--- src/rtl/bus_pkg.sv ---
// bus_pkg: shared packet type, default sizes and helpers for bus device FIFOs
package bus_pkg;
  localparam int PCKG_SZ = 16;
  localparam logic [7:0] BROADCAST = 8'hFF;
  typedef logic [PCKG_SZ-1:0] pkt_t;
  function automatic logic [7:0] pkt_dest(pkt_t p);
    return p[PCKG_SZ-1 -: 8];
  endfunction
endpackage

--- src/rtl/bus_fifo_mem.sv ---
// bus_fifo_mem: depth x w register array, one write port, asynchronous read port
// ports: clk; we/waddr/wdata write side; raddr -> rdata combinational read
module bus_fifo_mem
  import bus_pkg::*;
#(
  parameter int depth = 8,
  parameter int w = PCKG_SZ,
  parameter int aw = 3
) (
  input  logic          clk,
  input  logic          we,
  input  logic [aw-1:0] waddr,
  input  logic [w-1:0]  wdata,
  input  logic [aw-1:0] raddr,
  output logic [w-1:0]  rdata
);
  logic [w-1:0] mem [depth];
  always_ff @(posedge clk)
    if (we) mem[waddr] <= wdata;
  assign rdata = mem[raddr];
endmodule

--- src/rtl/bus_dev_fifo.sv ---
// bus_dev_fifo: per-device first-word fall-through transmit FIFO feeding one bus port
// ports: clk, reset (async active-low); host push_in/data_in, full; bus pndng/D_pop/pop;
// count occupancy; sticky overflow/underflow cleared by clr_flags;
// ovf_cnt (16-bit saturating dropped-push counter) only when BUS_FIFO_OVF_CNT_EN is defined
module bus_dev_fifo
  import bus_pkg::*;
#(
  parameter int pckg_sz = PCKG_SZ,
  parameter int depth = 8,
  parameter logic [7:0] broadcast = BROADCAST
) (
  input  logic                         clk,
  input  logic                         reset,
  input  logic                         push_in,
  input  logic [pckg_sz-1:0]           data_in,
  output logic                         full,
  output logic                         pndng,
  output logic [pckg_sz-1:0]           D_pop,
  input  logic                         pop,
  output logic [$clog2(depth+1)-1:0]   count,
  output logic                         overflow,
  output logic                         underflow,
`ifdef BUS_FIFO_OVF_CNT_EN
  output logic [15:0]                  ovf_cnt,
`endif
  input  logic                         clr_flags
);
  localparam int aw = $clog2(depth);
  localparam int cw = $clog2(depth+1);
  logic [aw-1:0] wr_ptr, rd_ptr;
  logic [pckg_sz-1:0] rd_data;
  logic do_push, do_pop, drop, under;
  assign pndng = count != '0;
  assign full = count == cw'(depth);
  assign do_pop = pop && pndng;
  // a pop on a full FIFO frees the slot the simultaneous push refills
  assign do_push = push_in && (!full || pop);
  assign drop = push_in && full && !pop;
  assign under = pop && !pndng;
  assign D_pop = pndng ? rd_data : '0;
  bus_fifo_mem #(.depth(depth), .w(pckg_sz), .aw(aw)) u_mem (
    .clk(clk),
    .we(do_push),
    .waddr(wr_ptr),
    .wdata(data_in),
    .raddr(rd_ptr),
    .rdata(rd_data)
  );
  always_ff @(posedge clk or negedge reset)
    if (!reset) begin
      wr_ptr <= '0;
      rd_ptr <= '0;
      count <= '0;
      overflow <= 1'b0;
      underflow <= 1'b0;
    end else begin
      if (do_push) wr_ptr <= wr_ptr == aw'(depth-1) ? '0 : wr_ptr + aw'(1);
      if (do_pop) rd_ptr <= rd_ptr == aw'(depth-1) ? '0 : rd_ptr + aw'(1);
      count <= count + cw'(do_push) - cw'(do_pop);
      overflow <= drop || (overflow && !clr_flags);
      underflow <= under || (underflow && !clr_flags);
    end
`ifdef BUS_FIFO_OVF_CNT_EN
  always_ff @(posedge clk or negedge reset)
    if (!reset) ovf_cnt <= '0;
    else if (drop) ovf_cnt <= ovf_cnt == 16'hFFFF ? ovf_cnt : ovf_cnt + 16'd1;
    else if (clr_flags) ovf_cnt <= '0;
`endif
endmodule

--- config.mk ---
export PLATFORM = sky130hd
export DESIGN_NAME = bus_dev_fifo
export DESIGN_NICKNAME = d
export VERILOG_FILES = /design/src/rtl/bus_pkg.sv /design/src/rtl/bus_fifo_mem.sv /design/src/rtl/bus_dev_fifo.sv
export SDC_FILE = /design/constraint.sdc
export NUM_CORES = 1
export LEC_CHECK = 0
export CORE_MARGIN = 3
export CORE_UTILIZATION = 60
export CTS_BUF_LIST = sky130_fd_sc_hd__clkbuf_2 sky130_fd_sc_hd__clkbuf_4 sky130_fd_sc_hd__clkbuf_8
export CTS_CLUSTER_DIAMETER = 40
export CTS_CLUSTER_SIZE = 24
export DETAILED_ROUTE_END_ITERATION = 8
export PLACE_DENSITY = 0.82
export SYNTH_ARGS = -nofsm -noshare
export SYNTH_HDL_FRONTEND = slang
export SYNTH_SLANG_ARGS = --single-unit
--- constraint.sdc ---
create_clock -name clk -period 3.64 [get_ports clk]
set_input_delay 0.91 -clock clk [delete_from_list [all_inputs] [get_ports clk]]
set_output_delay 0.91 -clock clk [all_outputs]
set_load 0.005 [all_outputs]
==> metrics.md <==
| Metric | Value |
|---|---|
| Outcome | `finished, final reports clean` |
| Worst Setup Path Type | `flip-flop to output pin` |
| Max_slew headroom | `56.3%` |
| Initial Util | `63.0%` |
| Pre-Repair DR Iteration Count | `4` |
| H-tree level count | `4` |
| #FFs+latches synth | `140` |
| Maximum vdd drop | `0.428 mV` |
| Post-Synthesis Net Count | `290` |
| Pwr/cell area | `799 nW/um^2` |
| Asr flop ratio synth | `8.57%` |
| # hold bufs at CTS | `0` |
| Top cells by area, synth | `edfxtp_1, mux4_2, mux4_1` |
| Critical-path top delay cell | `clkdlybuf4s50_1` |
| Longest Clk Path Bufs | `2` |
| Root buf cell | `clkbuf_8` |
| Overall Global Routing Usage | `20.3%` |
| Clk_lat worst skew | `0.42 ns` |
| Share of cells above drive strength 1 | `23.9%` |
| Fin. Hold Viols | `0` |
| Post-route ant nets | `0` |
| Clock share of power | `24.7%` |
| # rows | `34` |
| NetSw | `1.50 mW` |
| Min Tclk post-route | `3.47 ns` |
| Fin Setup TNS | `0 ns` |
| Count leader, synth | `edfxtp_1` |
| Largest net degree at the start of global routing | `23` |
| CTS tree | `yes` |
| Final setup vio count | `0` |
| Switching Fraction | `28.2%` |
| Synth Flop Type | `edfxtp_1` |
| Vias/cell | `6.04` |
| RSZ-0062 raised after global routing | `false` |
| Clk slew on worst S/H paths | `0.07 ns` |
| Nets | `358` |
| Synthesis-to-finish area growth | `19.2%` |
| Crit. End Element | `output pin` |
| CTS buffer count | `17` |
| Leakage | `2.33 nW` |
| Synth Cell Area | `5600 sq um` |
| Post-synth top cells | `edfxtp_1, mux4_2, a22o_1` |
| Avg WL per Cell | `21.9 um` |
| Core area | `8890 sq um` |
| Data arrival time of the worst path | `2.56 ns` |
| Routed WL | `9800 um` |
| # DRC | `0` |
| Vias post-DR | `2702` |
| Worst Path Required | `2.73 ns` |
| Combinational power share | `34.1%` |
| Pint | `3.83 mW` |
| Layout fillers | `485` |
| HPWL after detailed placement | `6160 um` |
| Fmax | `0.288 GHz` |
| Synth Area per Inst | `21.7 sq um` |
| Vias in the first global route | `2834` |
| Clk sinks | `140` |
| Worst Max-Slew Pin Slew | `0.654 ns` |
| Layout Cells excl Fill | `447` |
| Fin. max-slew vios | `0` |
| Final Power | `5.33 mW` |
| Warnings from Yosys | `0` |
| Number of synthesized flops with an enable pin | `128` |
| # Post-CTS Setup Buffers | `0` |
| Bufs and invs on worst path | `4` |
| Initial antenna violation count | `0` |
| CP max FO | `11` |
| Port buffer count | `44` |
| Mapped Cells | `258` |
| GP Congestion | `0.738` |
| Die Ht | `103 um` |
| First-pass GRT wire length | `15200 um` |
| Worst hold slack | `0.533 ns` |
| Clock skew | `0.00984 ns` |
| 1st-iter DRT viols | `171` |
| CP delay by family, top | `buffers and inverters` |
| Final Cycle Share | `95.3%` |
| Total of max-cap violations | `0` |
| Slowest stage delay, CP | `0.46 ns` |
| Post-cts sizing count | `0` |
| Die ar. | `10500 sq um` |
| Top cell type by total area after synthesis | `edfxtp_1` |
| # diodes | `0` |
| Top-area cell type share of the netlist area | `68.6%` |
| DP Cell Count | `415` |
| Share of the yosys chip area belonging to registers | `74.0%` |
| Synth cell types | `33` |
| Hold Path Class | `flip-flop to flip-flop` |
| Reg power frac | `41.3%` |
| CP startpoint kind | `flip-flop` |
| Io pins | `45` |
| Gr ovfl total | `0` |
| Chip Width | `103 um` |
| Critical-path cell list | `inv_1 -> ha_1 -> nor3b_2 -> inv_2 -> and2_1 -> buf_4 -> a22o_1 -> clkdlybuf4s50_1` |
layer usage:
layer / GRT usage, % / vias up / wire length [um]
met5: 0 / - / 0
met4: 8.48 / 0 / 121
met3: 5.01 / 12 / 387
met2: 33.1 / 72 / 5050
met1: 26.5 / 1413 / 4230
li1: - / 1205 / -
metrics by stage:
| step | worst slack, ns | area, sq um | utilization (%) |
|---|---|---|---|
| after floorplan | 0.521 | 5600 | - |
| after detailed placement | 0.427 | 6240 | 70.2 |
| after global routing | 0.0117 | 6670 | 75.0 |
| after CTS | 0.116 | 6670 | 75.0 |
| final | 0.171 | 6670 | 75.0 |
| after global placement | 0.463 | 6240 | 70.2 |
tightest hold or removal path: stages, from the launching register on:
cell,delay (ns)
dfrtp_1,0.38
inv_1,0.05
o21ai_0,0.06
kinds of logic after synthesis:
group	count (synthesis)	synth area share [%]
muxes	38	14.9
and+or+nand+nor	24	2.53
adders and majority gates	11	2.59
DFF	140	74.0
buffers and inverters	23	2.68
AOI/OAI and AO/OA	20	2.93
xor gates and xnor gates	2	0.313
sequential cells by signal (all words and copies together), names as in the netlist:
signal,flops
u_mem.mem,128
rd_ptr,3
wr_ptr,3
underflow,1
overflow,1
count,4
final timing paths:
kind | slack (ns) | cells after the start | end | from
min | 0.53 | 2 | underflow$_DFF_PN0_ | underflow$_DFF_PN0_
max in group asynchronous | 2.39 | 1 | rd_ptr[0]$_DFFE_PN0P_ | reset
min reg2reg | 0.53 | 2 | underflow$_DFF_PN0_ | underflow$_DFF_PN0_
max | 0.17 | 8 | D_pop[7] | count[2]$_DFF_PN0_
min in group asynchronous | 0.85 | 1 | wr_ptr[1]$_DFFE_PN0N_ | reset
max reg2reg | 1.20 | 10 | count[3]$_DFF_PN0_ | count[2]$_DFF_PN0_
power by group through the flow:
stage                     clock network (mW)  logic [mW]  registers [mW]
after floorplan                            0        1.16            2.17
after global placement                     0        1.79            2.21
after detailed placement                   0        1.84            2.23
after CTS                               1.34        1.85            2.20
after global routing                    1.41        1.96            2.23
final                                   1.31        1.82            2.20
layout by cell type, fill, tap and decap left out, drive strengths merged:
master | synthesis | routed
nor3b | 2 | 2
nor3 | 4 | 4
buf | 10 | 16
mux4 | 32 | 32
fa | 1 | 1
o21ai | 1 | 1
clkbuf | 1 | 17
clkinvlp | 0 | 2
a21oi | 1 | 1
and2 | 1 | 1
ha | 10 | 10
a22o | 16 | 16
o22ai | 1 | 1
nand2b | 2 | 2
edfxtp | 128 | 128
nand3 | 1 | 1
nor2b | 2 | 2
inv | 12 | 14
bufinv | 0 | 4
nor4 | 1 | 1
nor2 | 6 | 6
xnor2 | 1 | 1
dfrtp | 12 | 12
nand2 | 4 | 4
mux2 | 6 | 6
or4b | 1 | 1
clkinv | 0 | 7
clkdlybuf4s50 | 0 | 44
xor2 | 1 | 1
a21o | 1 | 1
layout make-up:
class / instances / area (sq um) / share of cell area, %
timing repair buffer: 60 / 586 / 8.78
sequential: 140 / 4150 / 62.1
clock inverter: 15 / 196 / 2.94
clock buffer: 17 / 234 / 3.51
tap: 108 / 135 / 2.03
multi-input combinational: 95 / 1330 / 20.0
inverter: 12 / 45.0 / 0.675
Note: power is estimated with default switching activity, not from simulation.
